--- src/rtl/three_phase_deadtime_pkg.sv ---
// Shared motor-control definitions for the three-phase dead-time generator.
//   DeadtimeWidthDefault : default width of the dead-time count
//   phase_state_e        : per-phase gate FSM state encoding
package three_phase_deadtime_pkg;

    localparam int unsigned DeadtimeWidthDefault = 8;

    typedef enum logic [1:0] {
        StOff  = 2'd0,
        StLow  = 2'd1,
        StDead = 2'd2,
        StHigh = 2'd3
    } phase_state_e;

endpackage

--- src/rtl/three_phase_deadtime_phase.sv ---
// One bridge leg: turns a PWM level into complementary high/low gate commands
// with a guaranteed both-off interval of deadtime+1 cycles between them.
//   clk_i      : clock, rising edge
//   rst_i      : asynchronous active-high reset, forces OFF with gates low
//   kill_i     : forces OFF on the next edge, overrides every other transition
//   deadtime_i : dead-time in clock cycles, sampled only when the counter loads
//   pwm_i      : requested leg level
//   gate_h_o   : high-side gate command (registered)
//   gate_l_o   : low-side gate command (registered)
module deadtime_phase
    import three_phase_deadtime_pkg::*;
#(
    parameter int unsigned Width = DeadtimeWidthDefault
) (
    input  logic             clk_i,
    input  logic             rst_i,
    input  logic             kill_i,
    input  logic [Width-1:0] deadtime_i,
    input  logic             pwm_i,
    output logic             gate_h_o,
    output logic             gate_l_o
);

    phase_state_e     state_q;
    logic [Width-1:0] count_q;

    // Gate outputs are flops written alongside the state so they never glitch.
    always_ff @(posedge clk_i or posedge rst_i) begin
        if (rst_i) begin
            state_q  <= StOff;
            count_q  <= '0;
            gate_h_o <= 1'b0;
            gate_l_o <= 1'b0;
        end else if (kill_i) begin
            state_q  <= StOff;
            count_q  <= '0;
            gate_h_o <= 1'b0;
            gate_l_o <= 1'b0;
        end else begin
            unique case (state_q)
                StOff: begin
                    state_q  <= StDead;
                    count_q  <= deadtime_i;
                    gate_h_o <= 1'b0;
                    gate_l_o <= 1'b0;
                end
                StLow: begin
                    if (pwm_i) begin
                        state_q  <= StDead;
                        count_q  <= deadtime_i;
                        gate_l_o <= 1'b0;
                    end
                end
                StHigh: begin
                    if (!pwm_i) begin
                        state_q  <= StDead;
                        count_q  <= deadtime_i;
                        gate_h_o <= 1'b0;
                    end
                end
                StDead: begin
                    // The target level is simply the PWM seen on the exit edge,
                    // so pulses shorter than the dead interval vanish.
                    if (count_q == '0) begin
                        if (pwm_i) begin
                            state_q  <= StHigh;
                            gate_h_o <= 1'b1;
                        end else begin
                            state_q  <= StLow;
                            gate_l_o <= 1'b1;
                        end
                    end else begin
                        count_q <= count_q - Width'(1);
                    end
                end
                default: begin
                    state_q  <= StOff;
                    count_q  <= '0;
                    gate_h_o <= 1'b0;
                    gate_l_o <= 1'b0;
                end
            endcase
        end
    end

endmodule

--- src/rtl/three_phase_deadtime.sv ---
// Three-phase dead-time generator with sticky fault latch.
//   aclk          : clock, rising edge
//   reset         : asynchronous active-high reset; gates off, fault latched
//   enable        : 1 allows bridge switching
//   deadtime      : dead-time in aclk cycles
//   pwm_a/b/c     : per-phase PWM levels
//   fault         : external fault, active-high
//   fault_clear   : pulse that clears the latched fault (ignored while fault=1)
//   a_h..c_l      : high/low gate commands per phase
//   fault_latched : sticky fault flag
module three_phase_deadtime
    import three_phase_deadtime_pkg::*;
#(
    parameter int unsigned deadtime_width = DeadtimeWidthDefault
) (
    input  logic                      aclk,
    input  logic                      reset,
    input  logic                      enable,
    input  logic [deadtime_width-1:0] deadtime,
    input  logic                      pwm_a,
    input  logic                      pwm_b,
    input  logic                      pwm_c,
    input  logic                      fault,
    input  logic                      fault_clear,
    output logic                      a_h,
    output logic                      a_l,
    output logic                      b_h,
    output logic                      b_l,
    output logic                      c_h,
    output logic                      c_l,
    output logic                      fault_latched
);

    logic kill;

    always_ff @(posedge aclk or posedge reset) begin
        if (reset) begin
            fault_latched <= 1'b1;
        end else if (fault) begin
            fault_latched <= 1'b1;
        end else if (fault_clear) begin
            fault_latched <= 1'b0;
        end
    end

    // The raw fault input is included so gates drop on the same edge that
    // latches the fault rather than one cycle later.
    assign kill = ~enable | fault_latched | fault;

    deadtime_phase #(
        .Width(deadtime_width)
    ) u_phase_a (
        .clk_i     (aclk),
        .rst_i     (reset),
        .kill_i    (kill),
        .deadtime_i(deadtime),
        .pwm_i     (pwm_a),
        .gate_h_o  (a_h),
        .gate_l_o  (a_l)
    );

    deadtime_phase #(
        .Width(deadtime_width)
    ) u_phase_b (
        .clk_i     (aclk),
        .rst_i     (reset),
        .kill_i    (kill),
        .deadtime_i(deadtime),
        .pwm_i     (pwm_b),
        .gate_h_o  (b_h),
        .gate_l_o  (b_l)
    );

    deadtime_phase #(
        .Width(deadtime_width)
    ) u_phase_c (
        .clk_i     (aclk),
        .rst_i     (reset),
        .kill_i    (kill),
        .deadtime_i(deadtime),
        .pwm_i     (pwm_c),
        .gate_h_o  (c_h),
        .gate_l_o  (c_l)
    );

endmodule
--- config.mk ---
export PLATFORM = sky130hd
export DESIGN_NAME = three_phase_deadtime
export DESIGN_NICKNAME = d
export VERILOG_FILES = /design/src/rtl/three_phase_deadtime_pkg.sv /design/src/rtl/three_phase_deadtime_phase.sv /design/src/rtl/three_phase_deadtime.sv
export SDC_FILE = /design/constraint.sdc
export NUM_CORES = 1
export LEC_CHECK = 0
export CORE_ASPECT_RATIO = 0.7
export CORE_MARGIN = 10
export CORE_UTILIZATION = 58
export CTS_BUF_LIST = sky130_fd_sc_hd__clkbuf_4 sky130_fd_sc_hd__clkbuf_8
export DETAILED_ROUTE_END_ITERATION = 7
export PLACE_DENSITY = 0.89
export SYNTH_ARGS = -nofsm -noshare
export SYNTH_HDL_FRONTEND = slang
export SYNTH_SLANG_ARGS = --single-unit
--- constraint.sdc ---
create_clock -name aclk -period 3.2 [get_ports aclk]
set_input_delay 0.48 -clock aclk [delete_from_list [all_inputs] [get_ports aclk]]
set_output_delay 0.48 -clock aclk [all_outputs]
set_load 0.005 [all_outputs]
==> impl_metrics.json <==
{
  "drive_gt1_share_pct": 7.47,
  "finalCritPeriodShare_pct": 71.7,
  "status": "completed",
  "wl_mm": 6.53,
  "synth_compound_area_share_pct": 26.6,
  "slew_headroom_pct": 50.6,
  "critical_path_class": "reg2reg",
  "grt_pass1_vias": 2224,
  "clockBufferDepth": 2,
  "grt_pass1_wl_mm": 10.9,
  "hp-class": "reg2reg",
  "wl_per_cell_um": 18.0,
  "via_per_inst": 6.49,
  "finalSetupTns_ps": 0,
  "worstReg2RegEnd": "u_phase_c.count_q[4]",
  "ys_seq_area_share_pct": 35.9,
  "worstSetupStartpointType": "register",
  "synth-xor-area-share_pct": 0.339,
  "rows": 20,
  "synth.most_common_cell": "dfrtp_1",
  "dp_cells": 355,
  "synthFlopType": "dfrtp_1",
  "synth_edf_count": 0,
  "cts_root_buffer": "clkbuf_8",
  "grt_overflow": 0,
  "vias": 2357,
  "setup_violations": 0,
  "gp_congestion": 0.960,
  "critPathCaptureType": "register",
  "fp.dieW_um": 99.7,
  "synth_top_family_by_area": "compound AO/OA/AOI/OAI gates",
  "crit_start": "u_phase_c.state_q[0]",
  "initial_core_util_pct": 59.6,
  "max_freq_mhz": 436,
  "synth.avg_cell_area_um2": 8.90,
  "power_density_nw_per_um2": 410,
  "die-area_um2": 7560,
  "cpPeakStageDelay_ps": 590,
  "tightest_slew_ps": 735,
  "wl_met1_mm": 2.92,
  "synth_seq_cells": 37,
  "muxShareOfSynthArea_pct": 2.47,
  "synth_commonest_cells": "dfrtp_1, a21oi_1, inv_1, nor3_1",
  "synth_simple_gate_area_share_pct": 20.3,
  "post-route-min-period_ps": 2290,
  "track_usage_pct": 17.7,
  "ys_warn_count": 0,
  "arrival_ps": 2480,
  "critPathCapture": "u_phase_c.count_q[4]",
  "crit_top_cell": "a21oi_1",
  "nets": 339,
  "vdd.ir_drop.worst_mv": 0.381,
  "n_fill_cell": 334,
  "cts_tree": "done",
  "dr_wl_met2_mm": 2.89,
  "synth_top_area_share_pct": 34.9,
  "highest_layer": "met4",
  "area_growth_pct": 13.8,
  "cp.depth": 6,
  "drv_slew": 0,
  "crit_buf_inv": 1,
  "dr_wl_met3_um": 637,
  "ctsHoldBuffers": 0,
  "drv_cap": 0,
  "cp_max_fo": 14,
  "power.leakage_nw": 1.28,
  "fin_cells": 363,
  "syn_nets": 322,
  "rsz0062_at_grt": "false",
  "cp.required_ps": 3390,
  "antenna_found_initial": 0,
  "postSynth.asyncResetShare_pct": 100,
  "drc": 0,
  "port_buffers": 22,
  "pin_count": 23,
  "path_delay_family": "compound AO/OA/AOI/OAI gates",
  "cts.repair.resized": 0,
  "clk_pin_slew_ps": 80,
  "grt_start_max_net_pins": 38,
  "coreArea_um2": 4330,
  "total_power_mw": 1.20,
  "cts_buffers": 5,
  "synth_cell_types": 59,
  "htreeDepth": 2,
  "r2r_slack_ps": 910,
  "synth_fa_ha_area_share_pct": 7.76,
  "drt.antenna.violating_nets": 0,
  "synth_area_leaders": "dfrtp_1, ha_1, a21oi_1",
  "yosysTopAreaCell": "dfrtp_1",
  "cts.sinks": 37,
  "die_h_um": 75.8,
  "slowest_stage": "nor4b_1",
  "syn_area_um2": 2580,
  "worstReg2RegStart": "u_phase_c.state_q[0]",
  "diodes": 0,
  "crit_chain": "inv_1 > ha_1 > nor4b_1 > a21oi_1 > a32oi_1 > a21oi_1",
  "ff2ff_path_depth": 6,
  "finalHoldViolCount": 0,
  "dr.first_iter.drc_count": 271,
  "cts_setup_buffers": 0,
  "finalClockSkew_ps": 6.46,
  "dp_hpwl_mm": 4.59,
  "synth_cells": 290,
  "clock_latency_ps": 300,
  "first_pass_iters": 7
}
[metrics by stage]
stage / worst slack, ps / util, % / hold WS [ps] / cell area, µm²
after floorplan: 1350 / - / 463 / 2580
after global placement: 880 / 65.0 / 491 / 2820
after detailed placement: 800 / 65.0 / 490 / 2820
after CTS: 995 / 67.8 / 507 / 2940
after global routing: 729 / 67.8 / 532 / 2940
final: 906 / 67.8 / 516 / 2940
[how the worst min path moves through the flow]
stage                                     from                   end  slack [ps]  depth (start not counted)
final                     u_phase_a.count_q[6]  u_phase_a.count_q[6]         520                          1
after global routing      u_phase_a.count_q[6]  u_phase_a.count_q[6]         530                          1
after CTS                 u_phase_a.count_q[6]  u_phase_a.count_q[6]         510                          1
after detailed placement  u_phase_a.count_q[6]  u_phase_a.count_q[6]         490                          1
after global placement    u_phase_a.count_q[6]  u_phase_a.count_q[6]         490                          1
after floorplan           u_phase_a.count_q[6]  u_phase_a.count_q[6]         460                          1
[routing by layer]
| metal | global-route usage [%] | vias up |
|---|---|---|
| li1 | - | 1129 |
| met1 | 23.1 | 1114 |
| met2 | 27.1 | 102 |
| met3 | 5.80 | 12 |
| met4 | 6.34 | 0 |
| met5 | 0 | - |
[logic make-up after synthesis]
| logic type | after synthesis |
|---|---|
| xor gates and xnor gates | 1 |
| muxes | 6 |
| DFF | 37 |
| adders and majority gates | 16 |
| buffers and inverters | 40 |
| AOI/OAI and AO/OA | 101 |
| and+or+nand+nor | 89 |
[final cells by class]
cell class | count | area [µm²] | area share, %
tap | 55 | 68.8 | 2.34
clock buffer | 7 | 90.1 | 3.07
clock inverter | 1 | 30.0 | 1.02
sequential | 37 | 927 | 31.6
timing repair buffer | 25 | 243 | 8.27
inverter | 25 | 93.8 | 3.20
multi-input combinational | 213 | 1480 | 50.5
[cell usage in the layout, fill, tap and decap left out, types with 3 or more instances in the layout]
master,synthesis,final
a211oi_1,4,4
nor2b_1,4,4
and2_1,3,3
clkdlybuf4s50_1,0,22
nand2_1,17,17
o22ai_1,3,3
o21ai_0,15,15
dfrtp_1,36,36
mux2i_1,3,3
o41ai_1,3,3
clkbuf_8,0,6
nor3_1,18,18
or4_1,3,3
or3_1,5,5
o2bb2ai_1,5,5
nor2_1,17,17
inv_1,23,23
buf_4,0,3
a21oi_1,26,26
o211ai_1,4,4
ha_1,16,16
nor3b_1,3,3
o31ai_1,9,9
a21o_1,4,4
a31oi_1,8,8
mux2_2,3,3
[state kept, by name (all words and copies together), names as in the netlist]
name,cells
u_phase_a.count_q,8
u_phase_b.count_q,8
u_phase_c.count_q,8
u_phase_a.state_q,2
u_phase_b.state_q,2
u_phase_c.state_q,2
fault_latched,1
u_phase_a.gate_h_o,1
u_phase_a.gate_l_o,1
u_phase_b.gate_h_o,1
u_phase_b.gate_l_o,1
u_phase_c.gate_h_o,1
u_phase_c.gate_l_o,1
[report_power, final]
group / internal (mW) / total, mW / switching [mW]
clock network: 0.263 / 0.442 / 0.179
registers: 0.483 / 0.501 / 0.0173
logic: 0.113 / 0.262 / 0.149
(Power assumes the default switching activity.)
